`src/rtl/gate_bist_pkg.sv`:
```
// Shared types, widths and the NAND reference for the gate_bist sequencer.
package gate_bist_pkg;

  typedef enum logic [2:0] {
    ST_IDLE   = 3'd0,
    ST_APPLY  = 3'd1,
    ST_WAIT   = 3'd2,
    ST_SAMPLE = 3'd3,
    ST_DONE   = 3'd4
  } state_e;

  localparam int VEC_W   = 2;
  localparam int VEC_NUM = 4;
  localparam int CNT_W   = 4;

  function automatic logic nand_expect(input logic [VEC_W-1:0] vec);
    return ~(vec[0] & vec[1]);
  endfunction

endpackage

```
`src/rtl/gate_bist_if.sv`:
```
// Control/result and gate-side signals of the NAND self-test sequencer.
interface gate_bist_if
  import gate_bist_pkg::*;
#(
  parameter int ERR_W = 8
);
  logic               start;
  logic               y_in;
  logic               a_out;
  logic               b_out;
  logic               busy;
  logic               done;
  logic               pass;
  logic [ERR_W-1:0]   err_count;
  logic [VEC_NUM-1:0] fail_vec;

  modport master (
    output start, y_in,
    input  a_out, b_out, busy, done, pass, err_count, fail_vec
  );

  modport slave (
    input  start, y_in,
    output a_out, b_out, busy, done, pass, err_count, fail_vec
  );
endinterface

```
`src/rtl/bist_settle_timer.sv`:
```
// Loadable settle down-counter; zero_next flags that the pending decrement reaches zero.
module bist_settle_timer
  import gate_bist_pkg::*;
(
  input  logic             clk,
  input  logic             rst,
  input  logic             load,
  input  logic [CNT_W-1:0] load_val,
  input  logic             dec,
  output logic             zero_next
);
  localparam logic [CNT_W-1:0] CNT_ZERO = {CNT_W{1'b0}};
  localparam logic [CNT_W-1:0] CNT_ONE  = {{(CNT_W-1){1'b0}}, 1'b1};

  logic [CNT_W-1:0] count_r;

  // Count register: load has priority, decrement stops at zero.
  always_ff @(posedge clk) begin
    if (rst) begin
      count_r <= CNT_ZERO;
    end else if (load) begin
      count_r <= load_val;
    end else if (dec && (count_r != CNT_ZERO)) begin
      count_r <= count_r - CNT_ONE;
    end else begin
      count_r <= count_r;
    end
  end

  assign zero_next = (count_r == CNT_ONE) || (count_r == CNT_ZERO);

endmodule

```
`src/rtl/gate_bist.sv`:
```
// Self-test sequencer: walks a 2-input NAND through its truth table LOOPS times and scores Y.
module gate_bist
  import gate_bist_pkg::*;
#(
  parameter int SETTLE_CYCLES = 2,
  parameter int LOOPS         = 4,
  parameter int ERR_W         = 8
) (
  input  logic        clk,
  input  logic        rst,
  gate_bist_if.slave  bus
);
  localparam logic [CNT_W-1:0]   SETTLE_LD = CNT_W'(SETTLE_CYCLES);
  localparam logic [7:0]         LOOP_LAST = 8'(LOOPS - 1);
  localparam logic [VEC_W-1:0]   VEC_ZERO  = {VEC_W{1'b0}};
  localparam logic [VEC_W-1:0]   VEC_ONE   = {{(VEC_W-1){1'b0}}, 1'b1};
  localparam logic [VEC_W-1:0]   VEC_LAST  = {VEC_W{1'b1}};
  localparam logic [ERR_W-1:0]   ERR_ZERO  = {ERR_W{1'b0}};
  localparam logic [ERR_W-1:0]   ERR_ONE   = {{(ERR_W-1){1'b0}}, 1'b1};
  localparam logic [ERR_W-1:0]   ERR_MAX   = {ERR_W{1'b1}};
  localparam logic [VEC_NUM-1:0] FAIL_ZERO = {VEC_NUM{1'b0}};

  state_e             state_r, state_s;
  logic [VEC_W-1:0]   vec_r, vec_s;
  logic [7:0]         loop_r, loop_s;
  logic [ERR_W-1:0]   err_r, err_s;
  logic [VEC_NUM-1:0] fail_r, fail_s;
  logic               pass_r, pass_s;
  logic               busy_r, busy_s;
  logic               done_r, done_s;
  logic               a_r, a_s;
  logic               b_r, b_s;
  logic               tmr_load_s, tmr_dec_s, tmr_zero_s;

  bist_settle_timer u_timer (
    .clk       (clk),
    .rst       (rst),
    .load      (tmr_load_s),
    .load_val  (SETTLE_LD),
    .dec       (tmr_dec_s),
    .zero_next (tmr_zero_s)
  );

  // Next-state, counters and results; outputs are derived from the next state so they register cleanly.
  always_comb begin
    state_s    = state_r;
    vec_s      = vec_r;
    loop_s     = loop_r;
    err_s      = err_r;
    fail_s     = fail_r;
    pass_s     = pass_r;
    tmr_load_s = 1'b0;
    tmr_dec_s  = 1'b0;
    case (state_r)
      ST_IDLE: begin
        if (bus.start) begin
          state_s = ST_APPLY;
          vec_s   = VEC_ZERO;
          loop_s  = 8'd0;
          err_s   = ERR_ZERO;
          fail_s  = FAIL_ZERO;
          pass_s  = 1'b0;
        end else begin
          state_s = ST_IDLE;
        end
      end
      ST_APPLY: begin
        tmr_load_s = 1'b1;
        state_s    = ST_WAIT;
      end
      ST_WAIT: begin
        tmr_dec_s = 1'b1;
        if (tmr_zero_s) begin
          state_s = ST_SAMPLE;
        end else begin
          state_s = ST_WAIT;
        end
      end
      ST_SAMPLE: begin
        if (bus.y_in != nand_expect(vec_r)) begin
          fail_s[vec_r] = 1'b1;
          if (err_r != ERR_MAX) begin
            err_s = err_r + ERR_ONE;
          end else begin
            err_s = err_r;
          end
        end else begin
          err_s = err_r;
        end
        if (vec_r != VEC_LAST) begin
          vec_s   = vec_r + VEC_ONE;
          state_s = ST_APPLY;
        end else if (loop_r != LOOP_LAST) begin
          loop_s  = loop_r + 8'd1;
          vec_s   = VEC_ZERO;
          state_s = ST_APPLY;
        end else begin
          // pass must already be valid in the done cycle
          pass_s  = (err_s == ERR_ZERO);
          state_s = ST_DONE;
        end
      end
      ST_DONE: begin
        state_s = ST_IDLE;
      end
      default: begin
        state_s = ST_IDLE;
      end
    endcase

    busy_s = (state_s == ST_APPLY) || (state_s == ST_WAIT) || (state_s == ST_SAMPLE);
    done_s = (state_s == ST_DONE);
    a_s    = busy_s & vec_s[0];
    b_s    = busy_s & vec_s[1];
  end

  // State and output registers.
  always_ff @(posedge clk) begin
    if (rst) begin
      state_r <= ST_IDLE;
      vec_r   <= VEC_ZERO;
      loop_r  <= 8'd0;
      err_r   <= ERR_ZERO;
      fail_r  <= FAIL_ZERO;
      pass_r  <= 1'b0;
      busy_r  <= 1'b0;
      done_r  <= 1'b0;
      a_r     <= 1'b0;
      b_r     <= 1'b0;
    end else begin
      state_r <= state_s;
      vec_r   <= vec_s;
      loop_r  <= loop_s;
      err_r   <= err_s;
      fail_r  <= fail_s;
      pass_r  <= pass_s;
      busy_r  <= busy_s;
      done_r  <= done_s;
      a_r     <= a_s;
      b_r     <= b_s;
    end
  end

  assign bus.a_out     = a_r;
  assign bus.b_out     = b_r;
  assign bus.busy      = busy_r;
  assign bus.done      = done_r;
  assign bus.pass      = pass_r;
  assign bus.err_count = err_r;
  assign bus.fail_vec  = fail_r;

endmodule

```
`src/flat_wrapper.sv`:
```
// flat-port wrapper written by rule: the top's interface ports become plain ports
module gate_bist_flat import gate_bist_pkg::*;
#(
  parameter int SETTLE_CYCLES = 2,
  parameter int LOOPS         = 4,
  parameter int ERR_W         = 8
)
  (clk, rst, bus_start, bus_y_in, bus_a_out, bus_b_out, bus_busy, bus_done, bus_pass, bus_err_count, bus_fail_vec);
  gate_bist_if #(.ERR_W(ERR_W)) bus_i ();
  input  logic clk;
  input  logic rst;
  input wire logic [$bits(bus_i.start)-1:0] bus_start;
  input wire logic [$bits(bus_i.y_in)-1:0] bus_y_in;
  output wire logic [$bits(bus_i.a_out)-1:0] bus_a_out;
  output wire logic [$bits(bus_i.b_out)-1:0] bus_b_out;
  output wire logic [$bits(bus_i.busy)-1:0] bus_busy;
  output wire logic [$bits(bus_i.done)-1:0] bus_done;
  output wire logic [$bits(bus_i.pass)-1:0] bus_pass;
  output wire logic [$bits(bus_i.err_count)-1:0] bus_err_count;
  output wire logic [$bits(bus_i.fail_vec)-1:0] bus_fail_vec;
  assign bus_i.start = bus_start;
  assign bus_i.y_in = bus_y_in;
  assign bus_a_out = bus_i.a_out;
  assign bus_b_out = bus_i.b_out;
  assign bus_busy = bus_i.busy;
  assign bus_done = bus_i.done;
  assign bus_pass = bus_i.pass;
  assign bus_err_count = bus_i.err_count;
  assign bus_fail_vec = bus_i.fail_vec;
  gate_bist #(.SETTLE_CYCLES(SETTLE_CYCLES), .LOOPS(LOOPS), .ERR_W(ERR_W)) u_core (.clk(clk), .rst(rst), .bus(bus_i));
endmodule
```
`config.mk`:
```
export PLATFORM = sky130hd
export DESIGN_NAME = gate_bist_flat
export DESIGN_NICKNAME = d
export VERILOG_FILES = /design/src/rtl/gate_bist_pkg.sv /design/src/rtl/gate_bist_if.sv /design/src/rtl/bist_settle_timer.sv /design/src/rtl/gate_bist.sv /design/src/flat_wrapper.sv
export SDC_FILE = /design/constraint.sdc
export NUM_CORES = 1
export LEC_CHECK = 0
export CAP_MARGIN = 20
export CORE_UTILIZATION = 50
export CTS_CLUSTER_SIZE = 12
export DETAILED_ROUTE_END_ITERATION = 16
export PLACE_DENSITY = 0.72
export SLEW_MARGIN = 15
export SYNTH_ARGS = -nofsm -noshare
export SYNTH_HDL_FRONTEND = slang
export SYNTH_SLANG_ARGS = --single-unit
```
`constraint.sdc`:
```
create_clock -name clk -period 1.9 [get_ports clk]
set_input_delay 0.57 -clock clk [delete_from_list [all_inputs] [get_ports clk]]
set_output_delay 0.57 -clock clk [all_outputs]
set_load 0.005 [all_outputs]
```
==> metrics.md, run 1 <==
| Metric | Value |
|---|---|
| Run status | completed |
| Worst voltage drop across the vdd grid | 325.4 µV |
| ANT nets after route | 0 |
| Number of synthesized register bits | 34 |
| Synthesized area per cell | 8.639 µm² |
| Die area | between 3000 and 4000 µm² |
| Maximum frequency from static timing analysis | ~0.54 GHz |
| Deepest clock path buffer count | 2 |
| Worst setup slack after placement | -0.4201 ns |
| Drt total wl | 4503 µm |
| Critical path's top delay family | buffers and inverters |
| ANT cells | 0 |
| Asr flop ratio synth | 0 |
| Final sum of negative setup slack | 0 ns |
| RSZ-0062 raised after global routing | no |
| M2 GR Usage | 0.4382 |
| Post-CTS clock slew at the launch and capture registers of the worst setup and hold paths | approximately 0.11 ns |
| Average detailed-routed wire length per instance | roughly 15 µm |
| Top Ports | 21 |
| Final critical-path required period | 1.854 ns |
| Clk_skew | 0.008946 ns |
| Type of the most critical hold path | flip-flop to flip-flop |
| Vias per Instance | between 5 and 6 |
| Number of instances in the placed design | between 200 and 300 |
| Max-slew violations | 0 |
| Leak Pwr | approximately 0.85 nW |
| Initial cell density of the core | 0.5311 |
| Final Non-Filler Cells | 295 |
| Power Dens Cells | between 600 and 700 nW/µm² |
| Count of cell types in the netlist | 48 |
| Postcts setup bufs | 0 |
| Crit-path cells | clkdlybuf4s50_1 |
| Critical path class | flip-flop to output port |
| Worst setup EP type | output port |
| Setup slack, reg-to-reg | ~0.15 ns |
| Largest net degree at the start of global routing | 18 |
| Maximum net fanout on the critical path | 9 |
| Number of antenna violations at the first check in global routing | 0 |
| Vias in the first global route | 1,661 |
| Fraction of the yosys area taken by sequential cells | 0.3752 |
| Cell area after synthesis | 1814 µm² |
| Worst reg2reg path startpoint | u_core.state_r[2] |
| X dimension of the die | 62.24 µm |
| Critical path capture point | bus_err_count[4] |
| Reg2reg end | u_core.loop_r[6] |
| GPL Wtd Cong | ~0.91 |
| HPWL after DPL | between 3000 and 4000 µm |
| GRT Util Overall | 0.2578 |
| Stages on worst setup path | 1 |
| Final worst path period share | 0.9760 |
| First-pass DRT Iterations | 4 |
| Number of setup violations in the final report | 0 |
| Number of buffer and inverter instances along the worst setup path | 1 |
| Final Power | around 1.5 mW |
| Layout cells sized above 1 | 0.2088 |
| Global routing usage on met1 | 0.3226 |
| Total congestion overflow | 0 |
| Post-route standard cell area excluding fillers | approximately 2300 µm² |
| Die Height | between 60 and 70 µm |
| Worst endpoint required time | between 1 and 1.5 ns |
| Number of CTS-inserted buffers | 5 |
| Synth warnings | 0 |
| Count of mapped cells out of synthesis | 210 |
| CTS Hold Bufs | 0 |
| Via count | about 1,700 |
| CP Launch Point | u_core.bus.err_count[4] |
| Clock tree sinks | 34 |
| Clock insertion delay at the later pin of the skew report | approximately 0.35 ns |
| Post-layout worst setup margin | about 0.046 ns |
| Total number of H-tree levels | 2 |
| Nets | around 260 |
| Floorplan row count | 21 |
| Number of endpoints with negative hold slack in the final report | 0 |
| Input/output buffers | 20 |
| Fraction of the core area covered by cells at the end of the flow | 0.6700 |
| Net count after synthesis | ~220 |
| First-pass GRT wire length | around 7800 µm |
| Crit path DAT | between 1 and 1.5 ns |
| Primary FF master, synth | sky130_fd_sc_hd__dfxtp_1 |
| CTS tree | done |
| Number of design-rule violations left by the first detailed-router iteration | 100 |
| Number of enable flip-flop cells after synthesis | 0 |
| Max Cap Violations | 0 |
| Met3 track demand over resource in global routing | 0.05147 |
| CP max-delay cell | sky130_fd_sc_hd__clkdlybuf4s50_1 |
| Hold_ws | 0.4925 ns |
| CP Launch Type | flip-flop |
| Standard cell area after detailed placement | about 2200 µm² |
| Total core area | around 3400 µm² |
| Layout Area Growth over Synthesis | 26.14% |
| Delay of the slowest cell on the worst path | around 0.52 ns |
| Slew margin rel. | 0.7287 |
| Slew @ Worst Pin | about 0.40 ns |
| Number of cells on the worst reg-to-reg path | 5 |
| Library cell used as clock root buffer | sky130_fd_sc_hd__clkbuf_4 |
| Remaining routing DRC violations | 0 |
| Fillcell total | just under 300 |
| Global-route layer with the greatest usage | met2 |
[layout by cell type (no fill, tap or decap), drive strengths merged, types with 8 or more instances in the layout]
cell / Yosys / final
a21oi: 16 / 16
buf: 6 / 22
clkdlybuf4s50: 0 / 19
dfxtp: 34 / 34
ha: 9 / 9
inv: 9 / 9
nand2: 10 / 10
nor2: 34 / 34
o21ai: 11 / 11
xor2: 8 / 8
[power breakdown]
group,leakage (nW),switching [mW],total [mW],internal [mW]
Sequential,0.282,0.0259,0.760,0.734
Combinational,0.538,0.167,0.298,0.131
Clock,0.0353,0.245,0.424,0.179
Total,0.855,0.438,1.48,1.04
[final cells by class]
cell class	instances	area (µm²)	area share
Clock inverter	1	5.005	0.002187
Sequential cell	34	708.2	0.3095
Inverter	9	33.78	0.01476
Timing Repair Buffer	42	364.1	0.1591
Multi-Input combinational cell	156	1065	0.4653
Tap cell	46	57.56	0.02515
Clock buffer	7	55.05	0.02406
[state kept, by name, summed over array words and instances (netlist names)]
name / flops
u_core.bus.a_out: 1
u_core.bus.b_out: 1
u_core.bus.busy: 1
u_core.bus.done: 1
u_core.bus.err_count: 8
u_core.bus.fail_vec: 4
u_core.bus.pass: 1
u_core.loop_r: 8
u_core.state_r: 3
u_core.u_timer.count_r: 4
u_core.vec_r: 2
[cell usage after synthesis, drive strengths merged (4+ instances only)]
library cell	count	area [µm²]
inv	9	33.78
nand3	7	35.03
ha	9	112.6
nor3	6	30.03
a21oi	16	83.83
o21ai	11	55.05
dfxtp	34	680.7
buf	6	45.04
or2	4	25.03
xor2	8	88.84
nand4	4	25.02
o2111ai	4	41.29
nor2	34	127.6
clkbuf	5	18.77
nand2	10	37.54
[worst min-delay path: cells and delay by family (launching register included)]
family	cells	cell delay, ns
and+or+nand+nor	1	0.07
DFF	1	0.35
AOI/OAI and AO/OA	1	0.05
[how the worst min path moves through the flow]
| stage | startpoint | end | slack (ns) | cells after the start |
|---|---|---|---|---|
| 5_1_grt | u_core.bus.fail_vec[2] | u_core.bus.fail_vec[2] | 0.54 | 2 |
| 3_3_place_gp | u_core.bus.fail_vec[1] | u_core.bus.fail_vec[1] | 0.46 | 2 |
| 3_5_place_dp | u_core.bus.fail_vec[1] | u_core.bus.fail_vec[1] | 0.47 | 2 |
| 2_1_floorplan | u_core.bus.fail_vec[0] | u_core.bus.fail_vec[0] | 0.46 | 2 |
| 4_1_cts | u_core.bus.fail_vec[1] | u_core.bus.fail_vec[1] | 0.50 | 2 |
| 6_report | u_core.bus.fail_vec[1] | u_core.bus.fail_vec[1] | 0.49 | 2 |
[cell families (layout without fill, tap and decap cells)]
| kind of cell | Yosys count | after routing | share of synthesized area |
|---|---|---|---|
| AO/OA/AOI/OAI | 48 | 48 | 0.1869 |
| multiplexers | 2 | 2 | 0.01103 |
| adder cells (fa/ha/maj) | 9 | 9 | 0.06207 |
| flip-flops | 34 | 34 | 0.3752 |
| buffers and inverters | 20 | 59 | 0.05379 |
| AND/OR/NAND/NOR | 87 | 87 | 0.2524 |
| XOR/XNOR | 10 | 10 | 0.05863 |
[per-layer routing]
layer / vias to the layer above / wire, µm
met4: 0 / 66
met1: 797 / 1978
met3: 6 / 189
met5: - / 0
li1: 823 / -
met2: 34 / 2268
[repair_timing]
item | 4_1_cts | 5_1_grt
endpoints found under the setup margin | 9 | 15
gates resized for setup | 10 | 13
pin swaps | 2 | 4
(Power assumes the default switching activity.)
==> run 2, diff against run 1 <==
CORE_ASPECT_RATIO = 1.1   (was unset)
HOLD_SLACK_MARGIN = 0.1   (was unset)
RECOVER_POWER = 50   (was unset)
==> run 2 against run 1 <==
  * Combinational power fell by 2%
  * Global-route usage fell by 0.83 points
  * Clock skew fell by 0.0040 ns
  * Critical path type unchanged
  * Critical endpoint is now bus_err_count[3]
==> metrics.md, run 2 (synthesis gave the netlist of run 1 again) <==
| Metric | Value |
|---|---|
| Final critical-path required period | 1.872 ns (+0.01713 ns) |
| Vias per Instance | 5.495 (-2.3%) |
| Maximum frequency from static timing analysis | 0.5343 GHz (-0.92%) |
| Global-route layer with the greatest usage | met2 |
| Postcts setup bufs | 0 (unchanged) |
| Total core area | 3413 µm² (about the same) |
| Die Height | 65.18 µm (+4.7%) |
| Number of endpoints with negative hold slack in the final report | 0 (unchanged) |
| Global routing usage on met1 | 0.2877 (-0.03493) |
| Crit path DAT | 1.30 ns (+0.02 ns) |
| Total number of H-tree levels | 2 (unchanged) |
| Vias in the first global route | 1,668 (+0.42%) |
| Max-slew violations | 0 (unchanged) |
| Fraction of the core area covered by cells at the end of the flow | 0.6815 (+0.01149) |
| Layout Area Growth over Synthesis | 28.21% |
| Largest net degree at the start of global routing | 18 (unchanged) |
| Type of the most critical hold path | flip-flop to flip-flop |
| Critical path class | flip-flop to output port |
| Final worst path period share | 0.9850 (+0.009017) |
| Total congestion overflow | 0 (unchanged) |
| Max Cap Violations | 0 (unchanged) |
| CP Launch Type | flip-flop |
| Input/output buffers | 20 (unchanged) |
| Top Ports | 21 (unchanged) |
| Crit-path cells | clkdlybuf4s50_1 |
| First-pass DRT Iterations | 4 (unchanged) |
| First-pass GRT wire length | 7265 µm (-7.4%) |
| Clock tree sinks | 34 (unchanged) |
| ANT cells | 0 (unchanged) |
| Library cell used as clock root buffer | sky130_fd_sc_hd__clkbuf_4 |
| HPWL after DPL | 3123 µm (-5.3%) |
| RSZ-0062 raised after global routing | yes |
| Slew margin rel. | 0.5059 (-0.2228) |
| X dimension of the die | 59.44 µm (-4.5%) |
| Layout cells sized above 1 | 0.1912 (-0.01760) |
| Initial cell density of the core | 0.5315 (about the same) |
| Drt total wl | 4205 µm (-6.6%) |
| GPL Wtd Cong | 0.9191 (+1.1%) |
| Run status | completed |
| Number of design-rule violations left by the first detailed-router iteration | 62 (-38%) |
| M2 GR Usage | 0.4228 (-0.01543) |
| Post-CTS clock slew at the launch and capture registers of the worst setup and hold paths | 0.10 ns (about the same) |
| Floorplan row count | 22 (+4.8%) |
| Critical path's top delay family | buffers and inverters |
| Remaining routing DRC violations | 0 (unchanged) |
| GRT Util Overall | 0.2495 (-0.008339) |
| ANT nets after route | 0 (unchanged) |
| Deepest clock path buffer count | 2 (unchanged) |
| Met3 track demand over resource in global routing | 0.06693 (+0.01546) |
| Via count | 1,643 (-1.0%) |
| Maximum net fanout on the critical path | 11 (+2) |
| Worst voltage drop across the vdd grid | 369.6 µV (+14%) |
| Number of buffer and inverter instances along the worst setup path | 1 (unchanged) |
| Setup slack, reg-to-reg | 0.07 ns (-0.08 ns) |
| Final Non-Filler Cells | 299 (+1.4%) |
| CP max-delay cell | sky130_fd_sc_hd__clkdlybuf4s50_1 |
| Leak Pwr | 0.9083 nW (+6.3%) |
| Clock insertion delay at the later pin of the skew report | 0.34 ns (about the same) |
| Number of instances in the placed design | 291 (+1.0%) |
| Most common library cell in the layout ignoring fill and taps | sky130_fd_sc_hd__nor2_1 |
| Worst endpoint required time | 1.33 ns (about the same) |
| Delay of the slowest cell on the worst path | 0.53 ns (about the same) |
| Die area | 3874 µm² (about the same) |
| CTS Hold Bufs | 0 (unchanged) |
| Clk_skew | 0.004915 ns (-0.004031 ns) |
| Number of CTS-inserted buffers | 5 (unchanged) |
| Number of setup violations in the final report | 0 (unchanged) |
| Final Power | 1.577 mW (+6.4%) |
| Nets | 263 (+0.77%) |
| Slew @ Worst Pin | 0.7411 ns (+0.3373 ns) |
| Number of antenna violations at the first check in global routing | 0 (unchanged) |
| Most frequent cells in the layout | sky130_fd_sc_hd__nor2_1, sky130_fd_sc_hd__dfxtp_1, sky130_fd_sc_hd__a21oi_1 |
| Power Dens Cells | 677.8 nW/µm² (+4.7%) |
| Worst setup EP type | output port |
| CTS tree | done |
| Average detailed-routed wire length per instance | 14.06 µm (-7.9%) |
run 2: cell count changes in the layout (fill, tap and decap cells not counted), sizes merged:
cell / before / now
buf: 22 / 17
bufinv: 0 / 1
clkbuf: 7 / 14
clkdlybuf4s50: 19 / 11
clkinv: 1 / 0
dlygate4sd3: 0 / 7
dlymetal6s2s: 0 / 1
run 2: layout make-up:
type,instances,area [µm²]
clock buffer,7,45.04
clock inverter,1,30.03
fill,307,1087
inverter,9,33.78
multi-input combinational,156,1065
sequential,34,696.9
tap,48,60.06
timing repair buffer,44,395.4
run 2: worst paths after layout:
path                                               from                      to  depth (start not counted)
worst max-delay path            u_core.bus.err_count[3]        bus_err_count[3]                          1
worst min-delay path             u_core.bus.fail_vec[0]  u_core.bus.fail_vec[0]                          2
worst max register to register         u_core.loop_r[0]        u_core.loop_r[5]                          7
worst min register to register   u_core.bus.fail_vec[0]  u_core.bus.fail_vec[0]                          2
run 2: layer usage:
layer	vias up	wire, µm
met5	-	0
met4	0	146
met3	19	183
met2	35	2052
li1	819	-
met1	770	1823
run 2: worst min-delay path, stage by stage, from the launching register on:
cell and delay (ns):
sky130_fd_sc_hd__dfxtp_1 0.34, sky130_fd_sc_hd__a21oi_1 0.04, sky130_fd_sc_hd__nor2_1 0.08
run 2: through the flow:
stage          setup slack (ns)  cell area, µm²  setup TNS, ns  hold WS (ns)
6_report                0.02847            2326              0        0.4904
5_1_grt                -0.08158            2326        -0.1452        0.5425
4_1_cts                0.001296            2298              0        0.5034
3_5_place_dp            -0.4205            2216         -3.971        0.4659
3_3_place_gp            -0.3394            2216         -3.417        0.4596
2_1_floorplan            0.1333            1814              0        0.4604
run 2: timing repair:
item,in CTS,in global routing
gates resized for setup,8,16
setup endpoints to repair,9,13
pin swaps,0,6
run 2: power by group:
part           internal [mW]  total, mW  switching, mW
clock                  0.279      0.521          0.242
combinational          0.133      0.291          0.158
sequential             0.739      0.765         0.0260
total                   1.15       1.58          0.426
==> run 3, diff against run 2 <==
DONT_BUFFER_PORTS = 1   (was unset)
PLACE_DENSITY = unset   (was 0.72)
==> run 3 against run 2 <==
  * Core utilization fell by 7.5 points
  * Design area fell by 11%
  * Largest cell class unchanged
  * Worst setup slack improved by 0.034 ns
  * Via count fell by 7.4%
  * Sequential power rose by 0.7%
  * First-iteration DRC count rose by 44%
==> metrics.md, run 3 (synthesis gave the netlist of run 1 again) <==
| Metric | Value |
|---|---|
| First-pass GRT wire length | 6782 µm (-6.6%) |
| Maximum net fanout on the critical path | 6 (-5) |
| Critical path class | flip-flop to flip-flop |
| CTS tree | done |
| Crit-path cells | ha_2 > buf_12 > xor2_4 > buf_4 > o31ai_2 > and3_4 > o21ai_1 > o31ai_1 |
| Library cell used as clock root buffer | sky130_fd_sc_hd__clkbuf_4 |
| Via count | 1,521 (-7.4%) |
| Total congestion overflow | 0 (unchanged) |
| Post-layout worst setup margin | 0.06208 ns (+0.03361 ns) |
| Critical path's top delay family | compound AO/OA/AOI/OAI gates |
| CP Launch Type | flip-flop |
| Clk_skew | 0.005489 ns (+0.0005736 ns) |
| Type of the most critical hold path | input port to flip-flop |
| Die Height | 65.18 µm (unchanged) |
| Worst voltage drop across the vdd grid | 458.4 µV (+24%) |
| HPWL after DPL | 2832 µm (-9.3%) |
| RSZ-0062 raised after global routing | yes |
| Worst reg2reg path startpoint | u_core.vec_r[0] |
| Hold Path Origin | rst |
| Vias in the first global route | 1,518 (-9.0%) |
| Crit path DAT | 2.10 ns (+0.80 ns) |
| Nets | 233 (-11%) |
| Leak Pwr | 0.7650 nW (-16%) |
| Remaining routing DRC violations | 0 (unchanged) |
| Number of setup violations in the final report | 0 (unchanged) |
| Clock tree sinks | 34 (unchanged) |
| Hold_ws | 0.2719 ns (-0.2185 ns) |
| Average detailed-routed wire length per instance | 14.73 µm (+4.7%) |
| Layout cells sized above 1 | 0.1674 (-0.02381) |
| GPL Wtd Cong | 0.9061 (-1.4%) |
| Most common library cell in the layout ignoring fill and taps | sky130_fd_sc_hd__nor2_1 |
| First-pass DRT Iterations | 4 (unchanged) |
| X dimension of the die | 59.44 µm (unchanged) |
| Post-CTS clock slew at the launch and capture registers of the worst setup and hold paths | 0.11 ns (about the same) |
| Number of buffer and inverter instances along the worst setup path | 2 (+1) |
| Number of CTS-inserted buffers | 5 (unchanged) |
| Floorplan row count | 22 (unchanged) |
| Max-slew violations | 0 (unchanged) |
| ANT nets after route | 0 (unchanged) |
| Worst setup slack after placement | 0.02404 ns (+0.4446 ns) |
| Die area | 3874 µm² (unchanged) |
| Vias per Instance | 5.654 (+2.9%) |
| Top Ports | 21 (unchanged) |
| Most frequent cells in the layout | sky130_fd_sc_hd__nor2_1, sky130_fd_sc_hd__dfxtp_1, sky130_fd_sc_hd__a21oi_1 |
| Drt total wl | 3962 µm (-5.8%) |
| Input/output buffers | 0 (-100%) |
| Worst endpoint required time | 2.16 ns (+0.83 ns) |
| Final Power | 1.693 mW (+7.4%) |
| Final worst path period share | 0.9673 (-0.01769) |
| Final critical-path required period | 1.838 ns (-0.03361 ns) |
| Run status | completed |
| Power Dens Cells | 818.2 nW/µm² (+21%) |
| ANT cells | 0 (unchanged) |
| GRT Util Overall | 0.2348 (-0.01470) |
| Postcts setup bufs | 0 (unchanged) |
| Fraction of the core area covered by cells at the end of the flow | 0.6063 (-0.07515) |
| Fillcell total | 333 (+8.5%) |
| Largest net degree at the start of global routing | 19 (+1) |
| CP Launch Point | u_core.vec_r[0] |
| Number of endpoints with negative hold slack in the final report | 0 (unchanged) |
| Delay of the slowest cell on the worst path | 0.34 ns (-0.19 ns) |
| Maximum frequency from static timing analysis | 0.5441 GHz (+1.8%) |
| CP max-delay cell | sky130_fd_sc_hd__dfxtp_2 |
| Slew margin rel. | 0.6603 (+0.1544) |
| Slew @ Worst Pin | 0.5096 ns (-0.2315 ns) |
| Deepest clock path buffer count | 2 (unchanged) |
| Layout Area Growth over Synthesis | 14.07% |
| Total core area | 3413 µm² (unchanged) |
| Max Cap Violations | 0 (unchanged) |
| Number of design-rule violations left by the first detailed-router iteration | 89 (+44%) |
| Number of antenna violations at the first check in global routing | 0 (unchanged) |
| Worst setup EP type | flip-flop |
| Total number of H-tree levels | 2 (unchanged) |
| Initial cell density of the core | 0.5315 (unchanged) |
| Clock insertion delay at the later pin of the skew report | 0.34 ns (about the same) |
-- run 3: cell count changes in the layout (fill, tap and decap cells not counted), sizes merged --
cell           change
bufinv             +1
dlygate4sd2        -1
dlymetal6s2s       -1
dlygate4sd3        -7
clkinv             +1
clkbuf             -8
buf                -4
clkdlybuf4s50     -11
-- run 3: area by class of cell --
type	instances	area, µm²	area share
inverters	9	33.78	0.01632
multi-input cells	156	1072	0.5181
clock buffers	5	37.54	0.01814
clock inverters	3	68.82	0.03325
repair buffers	14	113.9	0.05502
well taps	48	60.06	0.02902
flip-flops and latches	34	683.2	0.3301
-- run 3: final timing paths --
kind              slack, ns               to  cells past startpoint
hold / removal         0.27  u_core.vec_r[1]                      1
hold reg to reg        0.51  u_core.bus.pass                      2
setup reg to reg       0.06  u_core.bus.pass                      8
setup / recovery       0.06  u_core.bus.pass                      8
-- run 3: report_power, final --
part | switching [mW] | internal, mW | leakage (nW)
clock | 0.262 | 0.412 | 0.0554
sequential | 0.0274 | 0.742 | 0.276
combinational | 0.149 | 0.101 | 0.434
-- run 3: layer usage --
metal	global-route usage	wire (µm)	part of all wire	vias to the layer above
met3	0.08071	200	0.050	5
met1	0.2706	1715	0.43	723
met4	0.09226	51	0.013	0
met5	0	0	0	-
li1	-	-	-	764
met2	0.3919	1995	0.50	29
-- run 3: stage by stage --
stage	TNS, ns	cell area, µm²	std cells
2_1_floorplan	0	1814	210
3_3_place_gp	0	1928	261
3_5_place_dp	0	1928	261
4_1_cts	0	2034	269
5_1_grt	-0.02511	2069	269
6_report	0	2069	269
-- run 3: what timing repair did --
item,in CTS,in global routing
gates resized for setup,0,11
hold endpoints to repair,0,0
setup endpoints to repair,0,11
hold buffers,0,0
